$ cat config.mk
export PLATFORM = sky130hd
export DESIGN_NAME = cache_sram_arbiter
export DESIGN_NICKNAME = d
export VERILOG_FILES = /design/src/rtl/cache_sram_arbiter.sv
export SDC_FILE = /design/constraint.sdc
export NUM_CORES = 1
export LEC_CHECK = 0
export CORE_AREA = 2 2 118 120
export DETAILED_ROUTE_END_ITERATION = 16
export DIE_AREA = 0 0 120 122
export PLACE_DENSITY_LB_ADDON = 0.25
export SLEW_MARGIN = 20
export SYNTH_ARGS = -nofsm -noshare
export SYNTH_HDL_FRONTEND = slang
export SYNTH_SLANG_ARGS = --single-unit
$ cat constraint.sdc
create_clock -name clk -period 1.3 [get_ports clk]
set_input_delay 0.26 -clock clk [delete_from_list [all_inputs] [get_ports clk]]
set_output_delay 0.26 -clock clk [all_outputs]
set_load 0.01 [all_outputs]
$ cat src/rtl/cache_sram_arbiter.sv
// Two-master sram-like arbiter: merges i_cache and d_cache miss ports onto one downstream bridge port.
// Optional macro CACHE_ARB_RR_EN selects round-robin on contention; default is fixed data priority.
module cache_sram_arbiter (
    input  logic        clk,
    input  logic        rst,

    input  logic        inst_req,
    input  logic        inst_wr,
    input  logic [1:0]  inst_size,
    input  logic [31:0] inst_addr,
    input  logic [31:0] inst_wdata,
    output logic [31:0] inst_rdata,
    output logic        inst_addr_ok,
    output logic        inst_data_ok,

    input  logic        data_req,
    input  logic        data_wr,
    input  logic [1:0]  data_size,
    input  logic [31:0] data_addr,
    input  logic [31:0] data_wdata,
    output logic [31:0] data_rdata,
    output logic        data_addr_ok,
    output logic        data_data_ok,

    output logic        mem_req,
    output logic        mem_wr,
    output logic [1:0]  mem_size,
    output logic [31:0] mem_addr,
    output logic [31:0] mem_wdata,
    input  logic [31:0] mem_rdata,
    input  logic        mem_addr_ok,
    input  logic        mem_data_ok
);

    typedef enum logic [1:0] {
        ST_IDLE = 2'd0,
        ST_ADDR = 2'd1,
        ST_DATA = 2'd2
    } state_t;

    state_t state_r;
    state_t state_next_s;
    logic   grant_r;
    logic   pick_s;
    logic   granted_req_s;

    assign granted_req_s = grant_r ? data_req : inst_req;

`ifdef CACHE_ARB_RR_EN
    logic rr_last_r;

    // Remember which master finished the most recent transaction
    always_ff @(posedge clk or negedge rst) begin
        if (!rst) begin
            rr_last_r <= 1'b0;
        end else if ((state_r == ST_DATA) && mem_data_ok) begin
            rr_last_r <= grant_r;
        end else begin
            rr_last_r <= rr_last_r;
        end
    end

    // On contention the master not served last wins
    always_comb begin
        pick_s = 1'b0;
        if (inst_req && data_req) begin
            pick_s = ~rr_last_r;
        end else begin
            pick_s = data_req;
        end
    end
`else
    // Fixed priority: data wins whenever it is requesting
    always_comb begin
        pick_s = data_req;
    end
`endif

    // State register
    always_ff @(posedge clk or negedge rst) begin
        if (!rst) begin
            state_r <= ST_IDLE;
        end else begin
            state_r <= state_next_s;
        end
    end

    // Grant is loaded only on the IDLE->ADDR edge and held for the whole transaction
    always_ff @(posedge clk or negedge rst) begin
        if (!rst) begin
            grant_r <= 1'b0;
        end else if ((state_r == ST_IDLE) && (inst_req || data_req)) begin
            grant_r <= pick_s;
        end else begin
            grant_r <= grant_r;
        end
    end

    // Next-state logic
    always_comb begin
        state_next_s = state_r;
        case (state_r)
            ST_IDLE: begin
                if (inst_req || data_req) begin
                    state_next_s = ST_ADDR;
                end else begin
                    state_next_s = ST_IDLE;
                end
            end
            ST_ADDR: begin
                // A withdrawn request abandons the address phase before anything is issued
                if (!granted_req_s) begin
                    state_next_s = ST_IDLE;
                end else if (mem_addr_ok) begin
                    state_next_s = ST_DATA;
                end else begin
                    state_next_s = ST_ADDR;
                end
            end
            ST_DATA: begin
                if (mem_data_ok) begin
                    state_next_s = ST_IDLE;
                end else begin
                    state_next_s = ST_DATA;
                end
            end
            default: begin
                state_next_s = ST_IDLE;
            end
        endcase
    end

    // Output logic: request mux and handshake routing to the granted master
    always_comb begin
        mem_req      = 1'b0;
        inst_addr_ok = 1'b0;
        inst_data_ok = 1'b0;
        data_addr_ok = 1'b0;
        data_data_ok = 1'b0;
        if (grant_r) begin
            mem_wr    = data_wr;
            mem_size  = data_size;
            mem_addr  = data_addr;
            mem_wdata = data_wdata;
        end else begin
            mem_wr    = inst_wr;
            mem_size  = inst_size;
            mem_addr  = inst_addr;
            mem_wdata = inst_wdata;
        end
        case (state_r)
            ST_ADDR: begin
                mem_req = granted_req_s;
                if (grant_r) begin
                    data_addr_ok = mem_addr_ok;
                end else begin
                    inst_addr_ok = mem_addr_ok;
                end
            end
            ST_DATA: begin
                if (grant_r) begin
                    data_data_ok = mem_data_ok;
                end else begin
                    inst_data_ok = mem_data_ok;
                end
            end
            ST_IDLE: begin
                mem_req = 1'b0;
            end
            default: begin
                mem_req = 1'b0;
            end
        endcase
    end

    assign inst_rdata = mem_rdata;
    assign data_rdata = mem_rdata;

endmodule

==> results by group, run 1 <==
Worst setup path
  • Cell count along the critical path: 4
  • CP bufs+invs: 3
  • Largest fanout on the critical path: 7
  • Depth of the most critical reg-to-reg path: 6
  • Standard cell with the maximum stage delay on the critical path: sky130_fd_sc_hd__dfrtp_4
  • Crit. Startpoint: grant_r
  • Endpoint of the most critical register-to-register path: state_r[0]
  • Element type at the critical path end: primary output
  • Arrival time at the worst endpoint: 1500 ps
  • Worst-case register-to-register setup slack: -140 ps
  • Capture point of the worst path: mem_wdata[12]
  • Type of the worst setup path: flip-flop to primary output
  • Kind of start point of the critical path: flip-flop
  • Gate family responsible for the most delay along the worst path: flip-flops
  • Max incr delay on CP: 510 ps
  • Data required time at the worst endpoint: 1040 ps
  • Start of the worst register-to-register path: grant_r
  • Cell-by-cell trace of the critical path: buf_12 -> clkbuf_16 -> mux2_4 -> buf_6

Finish
  • Fill cell count: 1396
  • Post-route cell area: 3890 sq um
  • Multi-input gate area in the final layout: 1080 sq um
  • Number of nets at the end of the flow: 499
  • Layout overhead on the synthesized area: 127%
  • Diode insertion count for antenna repair: 0
  • Storage element area: 78.8 sq um
  • Fraction of layout instances using a drive strength above 1: 51.8%
  • Core utilization of the finished layout: 28.8%

Placement
  • Placed cell areas: 3600 sq um
  • Estimated wirelength of the detail-placed design: 6260 um
  • Last weighted congestion value of the routability-driven placer: 0.658
  • Number of port buffers: 211

Hold path
  • Worst hold-check path type: primary input to async pin

GRT
  • Combined global-route utilization of all metal layers: 9.52%
  • First-pass GRT wire length: 10700 um
  • Final global-route overflow total: 0
  • Vias in the first global route: 1813
  • Antenna violations before repair: 0
  • Maximum number of pins on one net before global-route repair: 16

Clock tree
  • Number of H-tree levels: 1
  • Clock latency on the worst-skew pair: 220 ps
  • CTS sink count: 3
  • Clock buffer depth: 2
  • Clock tree from TritonCTS: built
  • CTS Root Buffer Type: sky130_fd_sc_hd__clkbuf_16
  • Cts-stage hold buffer count: 0
  • Total clock buffers created by CTS: 3
  • Clock transition at path regs: 30 ps

Synth
  • Share of the yosys chip area belonging to registers: 4.39%
  • Mapped cell area: 1710 sq um
  • Number of different library cells in the post-synthesis netlist: 19
  • Proportion of synthesized flip-flops having asynchronous set or reset: 100%
  • Yosys top cell by area: sky130_fd_sc_hd__mux2_4
  • Biggest area contributors in the synthesized netlist: sky130_fd_sc_hd__mux2_4 49%, sky130_fd_sc_hd__buf_4 28%, sky130_fd_sc_hd__mux2_2 7.2%, sky130_fd_sc_hd__buf_6 4.6%, sky130_fd_sc_hd__dfrtp_1 4.4%
  • Main synth FF type: sky130_fd_sc_hd__dfrtp_1
  • List of most frequent post-synthesis cells: 64 x sky130_fd_sc_hd__buf_4, 56 x sky130_fd_sc_hd__mux2_4, 11 x sky130_fd_sc_hd__mux2_2
  • Share of Yosys cell area claimed by the top area cell type: 49.1%
  • Register bit count reported by yosys: 3
  • Post-Syn Nets: 334
  • Synth warnings: 0
  • Dominant cell by count in the synthesized netlist: sky130_fd_sc_hd__buf_4
  • Post-synthesis instance total: 162
  • Number of synthesized flops with an enable pin: 0
  • Per-instance average area after synthesis: 10.6 sq um

Floorplanning
  • Area of the die: 14600 sq um
  • Die width: 120 um
  • Area inside the core boundary: 13500 sq um
  • Total I/O pin count: 308
  • Die Height: 122 um
  • Number of rows in the core area: 43
  • Initial cell density of the core: 12.7%

Routing
  • Starting DRT DRC Count: 47
  • ANT nets after route: 0
  • Number of remaining DRC errors: 0
  • Routed via count: 1719
  • Via density per instance: 3.40
  • Average detailed-routed wire length per instance: 15.3 um
  • Total Wirelength: 7760 um
  • Router iterations before antenna repair: 4

Run status
  • Violations in the final reports: negative setup slack
  • Run status: finished, violations left

Timing
  • Crit share post-route: 135%
  • Total count of max-transition violations in the final report: 0
  • Endpoints failing setup: 73
  • Worst Skew: 0.267 ps
  • Unrepaired setup endpoints after global routing: true
  • Final Critical Period: 1760 ps
  • Final hold violations: 0
  • Worst hold slack: 227 ps
  • Fmax: 569 MHz
  • Max-Slew Margin vs Limit: 86.6%
  • Slew at the pin with the worst max-slew slack: 196 ps
  • Setup ws final: -456 ps

Flow run
  • MaxCap Viol Count: 0

Pwr
  • Power per Cell Area: 1530 nW/um^2
  • Leakage power total: 1.76 nW
  • Max VDD drop: 0.475 mV
-- stage by stage --
step           total power [mW]  setup TNS (ps)  std cells  setup slack (ps)
2_1_floorplan              2.84               0        162              76.9
3_3_place_gp               4.72          -36090        492              -672
3_5_place_dp               4.72          -36140        492              -677
4_1_cts                    5.81          -32210        506              -547
5_1_grt                    6.30          -31460        506              -483
6_report                   5.97          -28710        506              -456
-- cell usage in the layout, fill, tap and decap left out, drive strengths merged --
master         synthesis  final
nor2b                  1      1
clkbuf                 0      6
buf                   72     90
nand2                  3      3
clkdlybuf4s50          0    139
a22o                   1      1
dfrtp                  3      3
mux2                  67     67
a21oi                  1      1
nor2                   3      3
inv                    3      3
o22ai                  1      1
mux2i                  1      1
clkdlybuf4s15          0      1
o21ai                  2      2
nor3                   3      3
nand3b                 1      1
-- layout make-up --
type	count	area share, %
clock buffer	4	2.03
multi-input combinational	84	27.8
tap	180	5.79
sequential	3	2.03
timing repair buffer	232	62.1
inverter	3	0.289
-- cell families (layout without fill, tap and decap cells) --
| family | count (synthesis) | count (layout) | share of synthesized area, % |
|---|---|---|---|
| AOI/OAI and AO/OA | 5 | 5 | 1.75 |
| buffers and inverters | 75 | 239 | 33.6 |
| DFF | 3 | 3 | 4.39 |
| muxes | 68 | 68 | 56.9 |
| and+or+nand+nor | 11 | 11 | 3.29 |
-- flip-flops by register name, summed over array words and instances, names as in the netlist --
signal   flops
grant_r      1
state_r      2
-- how the worst min path moves through the flow --
stage	cells past startpoint	to	slack, ps
3_5_place_dp	1	state_r[1]	460
2_1_floorplan	0	grant_r	-40
3_3_place_gp	1	state_r[1]	460
4_1_cts	1	state_r[1]	230
5_1_grt	1	state_r[1]	230
6_report	1	state_r[0]	230
-- layer usage --
metal | global-route usage, % | wire (um) | up-vias | part of all wire (%)
met5 | 0 | 0 | - | 0
met4 | 1.54 | 14 | 0 | 0.18
met3 | 3.70 | 892 | 8 | 11
met2 | 18.3 | 4060 | 113 | 52
met1 | 9.92 | 2790 | 777 | 36
li1 | - | - | 821 | -
-- power breakdown --
group	switching, mW	internal, mW	total [mW]	leakage (nW)
Combinational	1.90	3.37	5.27	1.69
Clock	0.0823	0.405	0.487	0.0382
Sequential	0.0616	0.147	0.208	0.0358
Total	2.05	3.92	5.97	1.76
-- what timing repair did --
| action | in CTS | in global routing |
|---|---|---|
| pin swaps | 1 | 2 |
| cloned | 3 | 2 |
| endpoints found under the setup margin | 72 | 73 |
| buffers inserted | 7 | 2 |
| hold endpoints to repair | 0 | 0 |
| resized for setup | 342 | 38 |
No activity file was read; power rests on OpenSTA's default activity.
==> inputs of run 2 (changes only) <==
--- a/config.mk
+++ b/config.mk
@@ -5,9 +5,9 @@
 export SDC_FILE = /design/constraint.sdc
 export NUM_CORES = 1
 export LEC_CHECK = 0
-export CORE_AREA = 2 2 118 120
+export CORE_AREA = 2 2 119 121
 export DETAILED_ROUTE_END_ITERATION = 16
-export DIE_AREA = 0 0 120 122
+export DIE_AREA = 0 0 121 123
 export PLACE_DENSITY_LB_ADDON = 0.25
 export SLEW_MARGIN = 20
 export SYNTH_ARGS = -nofsm -noshare
==> constraint.sdc (replaced) <==
create_clock -name clk -period 2.1 [get_ports clk]
set_input_delay 0.42 -clock clk [delete_from_list [all_inputs] [get_ports clk]]
set_output_delay 0.42 -clock clk [all_outputs]
set_load 0.01 [all_outputs]
==> results by group, run 2 (synthesized netlist as in run 1, its figures left out) <==
Clock tree
  • Cts-stage hold buffer count: 0 (unchanged)
  • Clock tree from TritonCTS: built (unchanged)
  • Clock buffer depth: 2 (unchanged)
  • CTS Root Buffer Type: sky130_fd_sc_hd__clkbuf_16 (unchanged)
  • Number of H-tree levels: 1 (unchanged)
  • CTS sink count: 3 (unchanged)
  • Clock latency on the worst-skew pair: 220 ps (about the same)
  • Clock transition at path regs: 30 ps (about the same)
  • Total clock buffers created by CTS: 3 (unchanged)

Finish
  • Most common cell after layout, fill and taps aside: sky130_fd_sc_hd__clkdlybuf4s50_1 (unchanged)
  • Fill cell count: 1463 (was 1396)
  • Max reg flops: 2 (unchanged)
  • Post-route cell area: 3570 sq um (was 3890 sq um)
  • Fraction of layout instances using a drive strength above 1: 25.4% (was 51.8%)
  • Number of nets at the end of the flow: 484 (was 499)
  • Commonest non-fill, non-tap cells in the layout: 140 x sky130_fd_sc_hd__clkdlybuf4s50_1, 69 x sky130_fd_sc_hd__dlygate4sd2_1, 57 x sky130_fd_sc_hd__mux2_4, 10 x sky130_fd_sc_hd__mux2_2 (was 139 x sky130_fd_sc_hd__clkdlybuf4s50_1, 61 x sky130_fd_sc_hd__buf_6, 57 x sky130_fd_sc_hd__mux2_4, 11 x sky130_fd_sc_hd__buf_2, 11 x sky130_fd_sc_hd__buf_4)
  • Final cell count without fillers: 491 (was 506)
  • Diode insertion count for antenna repair: 0 (unchanged)
  • Layout overhead on the synthesized area: 109% (was 127%)
  • Registers with the highest flip-flop counts: state_r: 2 flops, grant_r: 1 flops (unchanged)
  • Register name with the most flops: state_r (unchanged)

Worst setup path
  • Cell-by-cell trace of the critical path: buf_8 -> mux2_2 -> clkdlybuf4s50_1 (was buf_12 -> clkbuf_16 -> mux2_4 -> buf_6)
  • Element type at the critical path end: primary output (unchanged)
  • Data required time at the worst endpoint: 1680 ps (was 1040 ps)
  • Crit. Startpoint: grant_r (unchanged)
  • Standard cell with the maximum stage delay on the critical path: sky130_fd_sc_hd__clkdlybuf4s50_1 (was sky130_fd_sc_hd__dfrtp_4)
  • CP bufs+invs: 2 (was 3)
  • Type of the worst setup path: flip-flop to primary output (unchanged)
  • Start of the worst register-to-register path: grant_r (unchanged)
  • Arrival time at the worst endpoint: 1640 ps (was 1500 ps)
  • Max incr delay on CP: 470 ps (was 510 ps)
  • Kind of start point of the critical path: flip-flop (unchanged)
  • Largest fanout on the critical path: 8 (was 7)
  • Gate family responsible for the most delay along the worst path: buffers and inverters (was flip-flops)

Flow run
  • MaxCap Viol Count: 0 (unchanged)

Timing
  • Unrepaired setup endpoints after global routing: true (unchanged)
  • Crit share post-route: 98.2%
  • Final sum of negative setup slack: 0 ps (was -28710 ps)
  • Slew at the pin with the worst max-slew slack: 292 ps (was 196 ps)
  • Final Critical Period: 2060 ps
  • Total count of max-transition violations in the final report: 0 (unchanged)
  • Max-Slew Margin vs Limit: 80.5% (was 86.6%)
  • Worst Skew: 1.20 ps (was 0.267 ps)
  • Endpoints failing setup: 0 (was 73)
  • Fmax: 485 MHz
  • Final hold violations: 0 (unchanged)
  • Setup ws final: 37.2 ps (was -456 ps)

Routing
  • Starting DRT DRC Count: 19 (was 47)
  • ANT nets after route: 0 (unchanged)
  • Router iterations before antenna repair: 4 (unchanged)
  • Average detailed-routed wire length per instance: 13.8 um (was 15.3 um)
  • Via density per instance: 3.43 (was 3.40)
  • Number of remaining DRC errors: 0 (unchanged)
  • Total Wirelength: 6790 um (was 7760 um)
  • Routed via count: 1683 (was 1719)

Placement
  • Number of port buffers: 211 (unchanged)
  • Last weighted congestion value of the routability-driven placer: 0.717 (was 0.658)
  • Worst setup slack before clock tree synthesis: -81.2 ps (was -677 ps)
  • Placed cell areas: 3550 sq um (was 3600 sq um)
  • Estimated wirelength of the detail-placed design: 5740 um (was 6260 um)
  • Inst Count DP: 486 (was 492)

Floorplanning
  • Area of the die: 14900 sq um (was 14600 sq um)
  • Total I/O pin count: 308 (unchanged)
  • Die width: 121 um (was 120 um)
  • Number of rows in the core area: 43 (unchanged)
  • Die Height: 123 um (was 122 um)
  • Initial cell density of the core: 12.6% (was 12.7%)
  • Area inside the core boundary: 13600 sq um (was 13500 sq um)

GRT
  • First-pass GRT wire length: 9290 um (was 10700 um)
  • Combined global-route utilization of all metal layers: 8.11% (was 9.52%)
  • Antenna violations before repair: 0 (unchanged)
  • Maximum number of pins on one net before global-route repair: 41 (was 16)
  • Final global-route overflow total: 0 (unchanged)
  • Vias in the first global route: 1712 (was 1813)

Run status
  • Run status: finished clean (was finished, violations left)

Pwr
  • Leakage power total: 1.64 nW (was 1.76 nW)
  • Max VDD drop: 0.401 mV (was 0.475 mV)
  • Power per Cell Area: 801 nW/um^2 (was 1530 nW/um^2)

Hold path
  • Worst hold-check path type: primary input to async pin (unchanged)
-- run 2: layout make-up --
type	instances	area, sq um	share of cell area [%]
timing repair buffer	217	2120	59.2
multi-input combinational	84	1060	29.8
tap	180	225	6.30
sequential	3	78.8	2.21
clock buffer	4	78.8	2.21
inverter	3	11.3	0.315
-- run 2: final timing paths --
kind,endpoint,slack [ps],depth (start not counted)
max reg2reg,state_r[1],800,4
min,grant_r,390,1
min reg2reg,state_r[0],520,1
min in group clk,state_r[0],520,1
max in group asynchronous,grant_r,1540,1
max,mem_wdata[5],40,3
-- run 2: timing repair --
item / in CTS / in global routing
endpoints found under the setup margin: 72 / 4
gates cloned: 0 / 0
resized for setup: 71 / 4
pin swaps: 1 / 0
setup buffers: 1 / 0
-- run 2: through the flow --
| stage | power, mW | utilization (%) | hold WS [ps] |
|---|---|---|---|
| 2_1_floorplan | 1.76 | - | 124 |
| 3_3_place_gp | 2.85 | 26.1 | 507 |
| 3_5_place_dp | 2.86 | 26.1 | 512 |
| 4_1_cts | 2.91 | 26.2 | 393 |
| 5_1_grt | 3.05 | 26.3 | 404 |
| 6_report | 2.86 | 26.3 | 389 |
-- run 2: per-layer routing --
layer | vias up | wire length (um) | global-route usage [%]
met5 | - | 0 | 0
met4 | 0 | 162 | 3.20
met3 | 26 | 845 | 2.77
met2 | 125 | 3590 | 16.1
met1 | 745 | 2190 | 7.51
li1 | 787 | - | -
-- run 2: worst register-to-register path, stage by stage (launching register included) --
cell	delay (ps)
sky130_fd_sc_hd__dfrtp_4	460
sky130_fd_sc_hd__buf_12	220
sky130_fd_sc_hd__mux2i_1	270
sky130_fd_sc_hd__buf_4	140
sky130_fd_sc_hd__o22ai_1	70
-- run 2: power by group --
group / internal (mW) / switching [mW] / total [mW]
clock: 0.250 / 0.0483 / 0.299
sequential: 0.0908 / 0.0449 / 0.136
combinational: 1.48 / 0.944 / 2.43
total: 1.82 / 1.04 / 2.86
==> inputs of run 3 (changes only) <==
--- a/config.mk
+++ b/config.mk
@@ -9,7 +9,7 @@
 export DETAILED_ROUTE_END_ITERATION = 16
 export DIE_AREA = 0 0 121 123
 export PLACE_DENSITY_LB_ADDON = 0.25
-export SLEW_MARGIN = 20
+export SLEW_MARGIN = 10
 export SYNTH_ARGS = -nofsm -noshare
 export SYNTH_HDL_FRONTEND = slang
 export SYNTH_SLANG_ARGS = --single-unit
==> results of run 3 <==
The final DEF is identical to that of run 2; final timing and power are the same.
